**config.mk**
```make
export PLATFORM = sky130hd
export DESIGN_NAME = shift_pipe
export DESIGN_NICKNAME = d
export VERILOG_FILES = /design/src/rtl/shift_pipe.sv
export SDC_FILE = /design/constraint.sdc
export NUM_CORES = 1
export LEC_CHECK = 0
export CAP_MARGIN = 25
export CELL_PAD_IN_SITES_DETAIL_PLACEMENT = 0
export CELL_PAD_IN_SITES_GLOBAL_PLACEMENT = 2
export CORE_ASPECT_RATIO = 1.2
export CORE_MARGIN = 5
export CORE_UTILIZATION = 36
export DETAILED_ROUTE_END_ITERATION = 6
export PLACE_DENSITY_LB_ADDON = 0.1
export SLEW_MARGIN = 15
export SYNTH_ARGS = -nofsm -noshare
export SYNTH_HDL_FRONTEND = slang
export SYNTH_SLANG_ARGS = --single-unit
```
**constraint.sdc**
```tcl
create_clock -name clk -period 3.4 [get_ports clk]
set_input_delay 1.02 -clock clk [delete_from_list [all_inputs] [get_ports clk]]
set_output_delay 1.02 -clock clk [all_outputs]
set_load 0.1 [all_outputs]
```
**src/rtl/shift_pipe.sv**
```systemverilog
// Two-stage pipelined SLL/SRL/SRA unit with valid/ready on both sides.
// S1 registers the operands, S2 registers the shifted result and its flags.
module shift_pipe #(
  parameter int N = 32
) (
  input  logic         clk,
  input  logic         rst_n,
  input  logic         in_valid,
  output logic         in_ready,
  input  logic [1:0]   in_op,
  input  logic [N-1:0] in_a,
  input  logic [N-1:0] in_shamt,
  output logic         out_valid,
  input  logic         out_ready,
  output logic [N-1:0] out_result,
  output logic         out_zero,
  output logic         out_illegal
);

  localparam int SW = $clog2(N);

  typedef enum logic [1:0] {
    OP_SLL = 2'b00,
    OP_SRL = 2'b01,
    OP_SRA = 2'b10,
    OP_RSV = 2'b11
  } op_e;

  // Handshake: a transfer happens on a side only in a cycle where both valid
  // and ready are high at the rising edge; the producer holds its payload
  // stable until then, and ready never depends on the same side's valid.

  logic         s1_valid_q, s1_valid_d;
  op_e          s1_op_q,    s1_op_d;
  logic [N-1:0] s1_a_q,     s1_a_d;
  logic [N-1:0] s1_shamt_q, s1_shamt_d;

  logic         s2_valid_q,   s2_valid_d;
  logic [N-1:0] s2_result_q,  s2_result_d;
  logic         s2_zero_q,    s2_zero_d;
  logic         s2_illegal_q, s2_illegal_d;

  logic         advance;
  logic         s1_load;
  logic         in_xfer;
  logic         shamt_big;
  logic [SW-1:0] sh;

  assign in_ready = rst_n && (!s1_valid_q || !s2_valid_q || out_ready);
  assign in_xfer  = in_valid && in_ready;
  assign advance  = !s2_valid_q || out_ready;
  // An empty S1 may accept even while S2 is stalled, otherwise that op would be lost.
  assign s1_load  = advance || !s1_valid_q;

  assign s1_valid_d = in_xfer;
  assign s1_op_d    = op_e'(in_op);
  assign s1_a_d     = in_a;
  assign s1_shamt_d = in_shamt;

  // Any set bit above the low shift field means the shift saturates.
  assign shamt_big = |s1_shamt_q[N-1:SW];
  assign sh        = s1_shamt_q[SW-1:0];

  always_comb begin
    s2_result_d  = '0;
    s2_illegal_d = 1'b0;
    case (s1_op_q)
      OP_SLL: if (!shamt_big) s2_result_d = s1_a_q << sh;
      OP_SRL: if (!shamt_big) s2_result_d = s1_a_q >> sh;
      OP_SRA: begin
        if (shamt_big) s2_result_d = {N{s1_a_q[N-1]}};
        else           s2_result_d = $signed(s1_a_q) >>> sh;
      end
      default: s2_illegal_d = 1'b1;
    endcase
  end

  assign s2_zero_d  = (s2_result_d == '0);
  assign s2_valid_d = s1_valid_q;

  always_ff @(posedge clk or negedge rst_n) begin
    if (!rst_n) begin
      s1_valid_q <= 1'b0;
      s1_op_q    <= OP_SLL;
      s1_a_q     <= '0;
      s1_shamt_q <= '0;
    end else if (s1_load) begin
      s1_valid_q <= s1_valid_d;
      s1_op_q    <= s1_op_d;
      s1_a_q     <= s1_a_d;
      s1_shamt_q <= s1_shamt_d;
    end
  end

  always_ff @(posedge clk or negedge rst_n) begin
    if (!rst_n) begin
      s2_valid_q   <= 1'b0;
      s2_result_q  <= '0;
      s2_zero_q    <= 1'b0;
      s2_illegal_q <= 1'b0;
    end else if (advance) begin
      s2_valid_q   <= s2_valid_d;
      s2_result_q  <= s2_result_d;
      s2_zero_q    <= s2_zero_d;
      s2_illegal_q <= s2_illegal_d;
    end
  end

  assign out_valid   = s2_valid_q;
  assign out_result  = s2_result_q;
  assign out_zero    = s2_zero_q;
  assign out_illegal = s2_illegal_q;

endmodule

```
==> impl_metrics.tcl <==
set metrics [dict create \
    syn_inst 832 \
    synth_common_cells "109 x nand2_1, 102 x dfrtp_1, 92 x mux2_2" \
    path_cells "buf_12, buf_12, buf_4, mux4_2, mux2_4, mux2i_1, a21oi_1, o211ai_1, nand4_1, nor4_2, and4_1, a32o_1" \
    period_share_pct 99.21 \
    utilization_pct 48.53 \
    synthesis.nets 902 \
    slowest_stage "mux4_2" \
    clk_pin_slew_ns 0.08 \
    required_ns 3.69 \
    initialDrtViolationCount 759 \
    fin_nets 1097 \
    whs_ns 0.4772 \
    synth_top_flop_cell "dfrtp_1" \
    drtPass1Iterations 6 \
    postLayoutCellArea_um2 10860 \
    period_minus_slack_ns 3.373 \
    worst_setup_path_end_kind "flip-flop" \
    rsz0062_at_grt "yes" \
    pwr-share-comb_pct 42.8 \
    setup.worst_path.start_class "flip-flop" \
    pwr-share-seq_pct 33.0 \
    coreArea_um2 22370 \
    ir_worst_vdd_v 0.0002387 \
    crit_top_cell "buf_12" \
    cts.root.buffer_cell "clkbuf_16" \
    wire_per_inst_um 25.57 \
    initial_core_util_pct 36.52 \
    p_clk_share_pct 24.2 \
    report.final.slew_viol_count 0 \
    path_class "reg2reg" \
    worst-path-max-fanout 17 \
    insertion_delay_ns 0.37 \
    status "finished, final reports clean" \
    cp_top_family "multiplexers" \
    synth_cell_types 73 \
    setup_viol 0 \
    p_leak_nw 4.568 \
    postSynth.asyncResetShare_pct 100.0 \
    ys_ff_latch 102 \
    fp.dieW_um 147.5 \
    numCtsBuffers 9 \
    yosysWarnings 0 \
    gp_congestion 1.026 \
    maxCapViolCount 0 \
    hold_path.class "reg2reg" \
    p_sw_share_pct 39.73 \
    synthTopCellsByArea "dfrtp_1 31%, mux4_2 13%, mux2_2 13%" \
    grt_pass1_wl_um 51030 \
    p_switching_mw 1.699 \
    cts_num_sinks 102 \
    cts_tree "done" \
    clk_path_buf_depth 2 \
    finalPower_mw 4.277 \
    synthesis.area_um2 8169 \
    first_global_vias 8135 \
    place.detailed.hpwl_um 26470 \
    power.density_nw_per_um2 393.9 \
    ant_nets 0 \
    chipHeight_um 175.0 \
    p_int_mw 2.578 \
    grt_overflow 0 \
    crit_buf_inv 3 \
    tightest_slew_ns 0.7425 \
    fin_skew_ns 0.01101 \
    cts_max_level 3 \
    drive_gt1_share_pct 36.08 \
    port_buffers 105 \
    vias 8044 \
    yosysTopAreaCellShare_pct 31.25 \
    synth.most_common_cell "nand2_1" \
    relSlewSlack_pct 50.33 \
    fp-row-count 60 \
    route.detailed.drc 0 \
    synth-edff-count 0 \
    routed_wl_um 33490 \
    yosysTopAreaCell "dfrtp_1" \
    slowest_delay_ns 0.53 \
    hold_viol 0 \
    placed_area_um2 10410 \
    cp.arrival_ns 3.67 \
    avgSynthCellArea_um2 9.819 \
    antenna_found_initial 0 \
    diodes 0 \
    yosysSeqAreaShare_pct 31.25 \
    die-area_um2 25820 \
    grt_start_max_net_pins 72 \
    grtUsageTotal_pct 25.55 \
    via_per_inst 6.140 \
    max_clock_freq_ghz 0.2965 \
    ios 106 \
    area_growth_pct 32.90 \
]
-- metal layers --
metal | share of wire [%] | up-vias | GRT usage (%)
met5 | 0 | - | 0
met4 | 2.8 | 0 | 7.498
met3 | 4.9 | 52 | 3.191
met2 | 50 | 316 | 44.33
met1 | 42 | 4095 | 33.39
li1 | - | 3581 | -
-- logic make-up (layout without fill, tap and decap cells) --
group | Yosys count | count (layout) | synth area share (%)
compound gates | 184 | 184 | 15.58
xor+xnor | 2 | 2 | 0.2145
buf+inv | 78 | 277 | 4.181
flops | 102 | 102 | 31.25
mux | 207 | 207 | 33.97
simple gates | 259 | 259 | 14.81
-- layout by cell type, fill, tap and decap left out, types with 6 or more instances in the layout --
cell and n:
o21ai_0 54, nor2b_1 7, nand3_1 19, clkbuf_16 10, o22ai_1 7, nand2b_1 12
clkdlybuf4s50_1 68, nor4_1 14, dfrtp_1 100, o211ai_1 15, mux2i_1 64, nand4_1 9
nand2_1 108, buf_4 176, a31oi_1 8, or2_2 6, mux2_2 91, buf_12 10
nor3_1 14, a22o_1 10, nor2_1 46, mux4_2 47, a21oi_1 18
-- worst register-to-register path: cells and delay by family (launching register included) --
family	cells	cell delay [ns]
buffers and inverters	3	0.49
muxes	3	0.99
AOI/OAI and AO/OA	3	0.56
and+or+nand+nor	3	0.76
DFF	1	0.51
-- sequential cells by signal (all words and copies together), names as in the netlist --
register and cells:
out_illegal 1, out_result 32, out_valid 1, out_zero 1
s1_a_q 32, s1_op_q 2, s1_shamt_q 32, s1_valid_q 1
-- final timing paths --
kind	from	end	slack, ns	depth (start not counted)
hold / removal	out_result[17]$_DFFE_PN0P_	out_result[17]$_DFFE_PN0P_	0.48	2
max in group asynchronous	rst_n	s1_a_q[27]$_DFFE_PN0P_	2.07	2
hold reg to reg	out_result[17]$_DFFE_PN0P_	out_result[17]$_DFFE_PN0P_	0.48	2
min in group asynchronous	rst_n	out_result[2]$_DFFE_PN0P_	0.76	2
setup / recovery	s1_shamt_q[0]$_DFFE_PN0P_	out_zero$_DFFE_PN0P_	0.03	12
setup reg to reg	s1_shamt_q[0]$_DFFE_PN0P_	out_zero$_DFFE_PN0P_	0.03	12
-- metrics by stage --
| step | worst slack, ns | setup TNS (ns) | cells |
|---|---|---|---|
| after floorplan | 0.1878 | 0 | 832 |
| after global placement | -0.2595 | -0.2595 | 1291 |
| after detailed placement | -0.2302 | -0.2302 | 1291 |
| after CTS | 0.01142 | 0 | 1307 |
| after global routing | -0.01626 | -0.01626 | 1310 |
| final | 0.02680 | 0 | 1310 |
-- area by class of cell --
class,count,area (µm²)
fillers,2125,11510
repair buffers,257,2253
multi-input cells,652,5396
clock buffers,9,225.2
well taps,279,349.1
clock inverters,6,56.30
flip-flops and latches,102,2557
inverters,5,18.77
-- power by group through the flow --
stage	logic [mW]	clock network (mW)	registers, mW
global route	1.92	1.12	1.42
CTS	1.79	1.08	1.41
detailed placement	1.78	0	1.43
floorplan	0.827	0	1.63
finish	1.83	1.04	1.41
global placement	1.77	0	1.42
-- what timing repair did --
item                                    CTS  global route
pin swaps                                 3             4
gates resized for setup                   5            19
setup buffers                             1             2
hold buffers                              0             0
endpoints found under the setup margin    1             1
gates cloned                              0             1
Note: power is estimated with default switching activity, not from simulation.
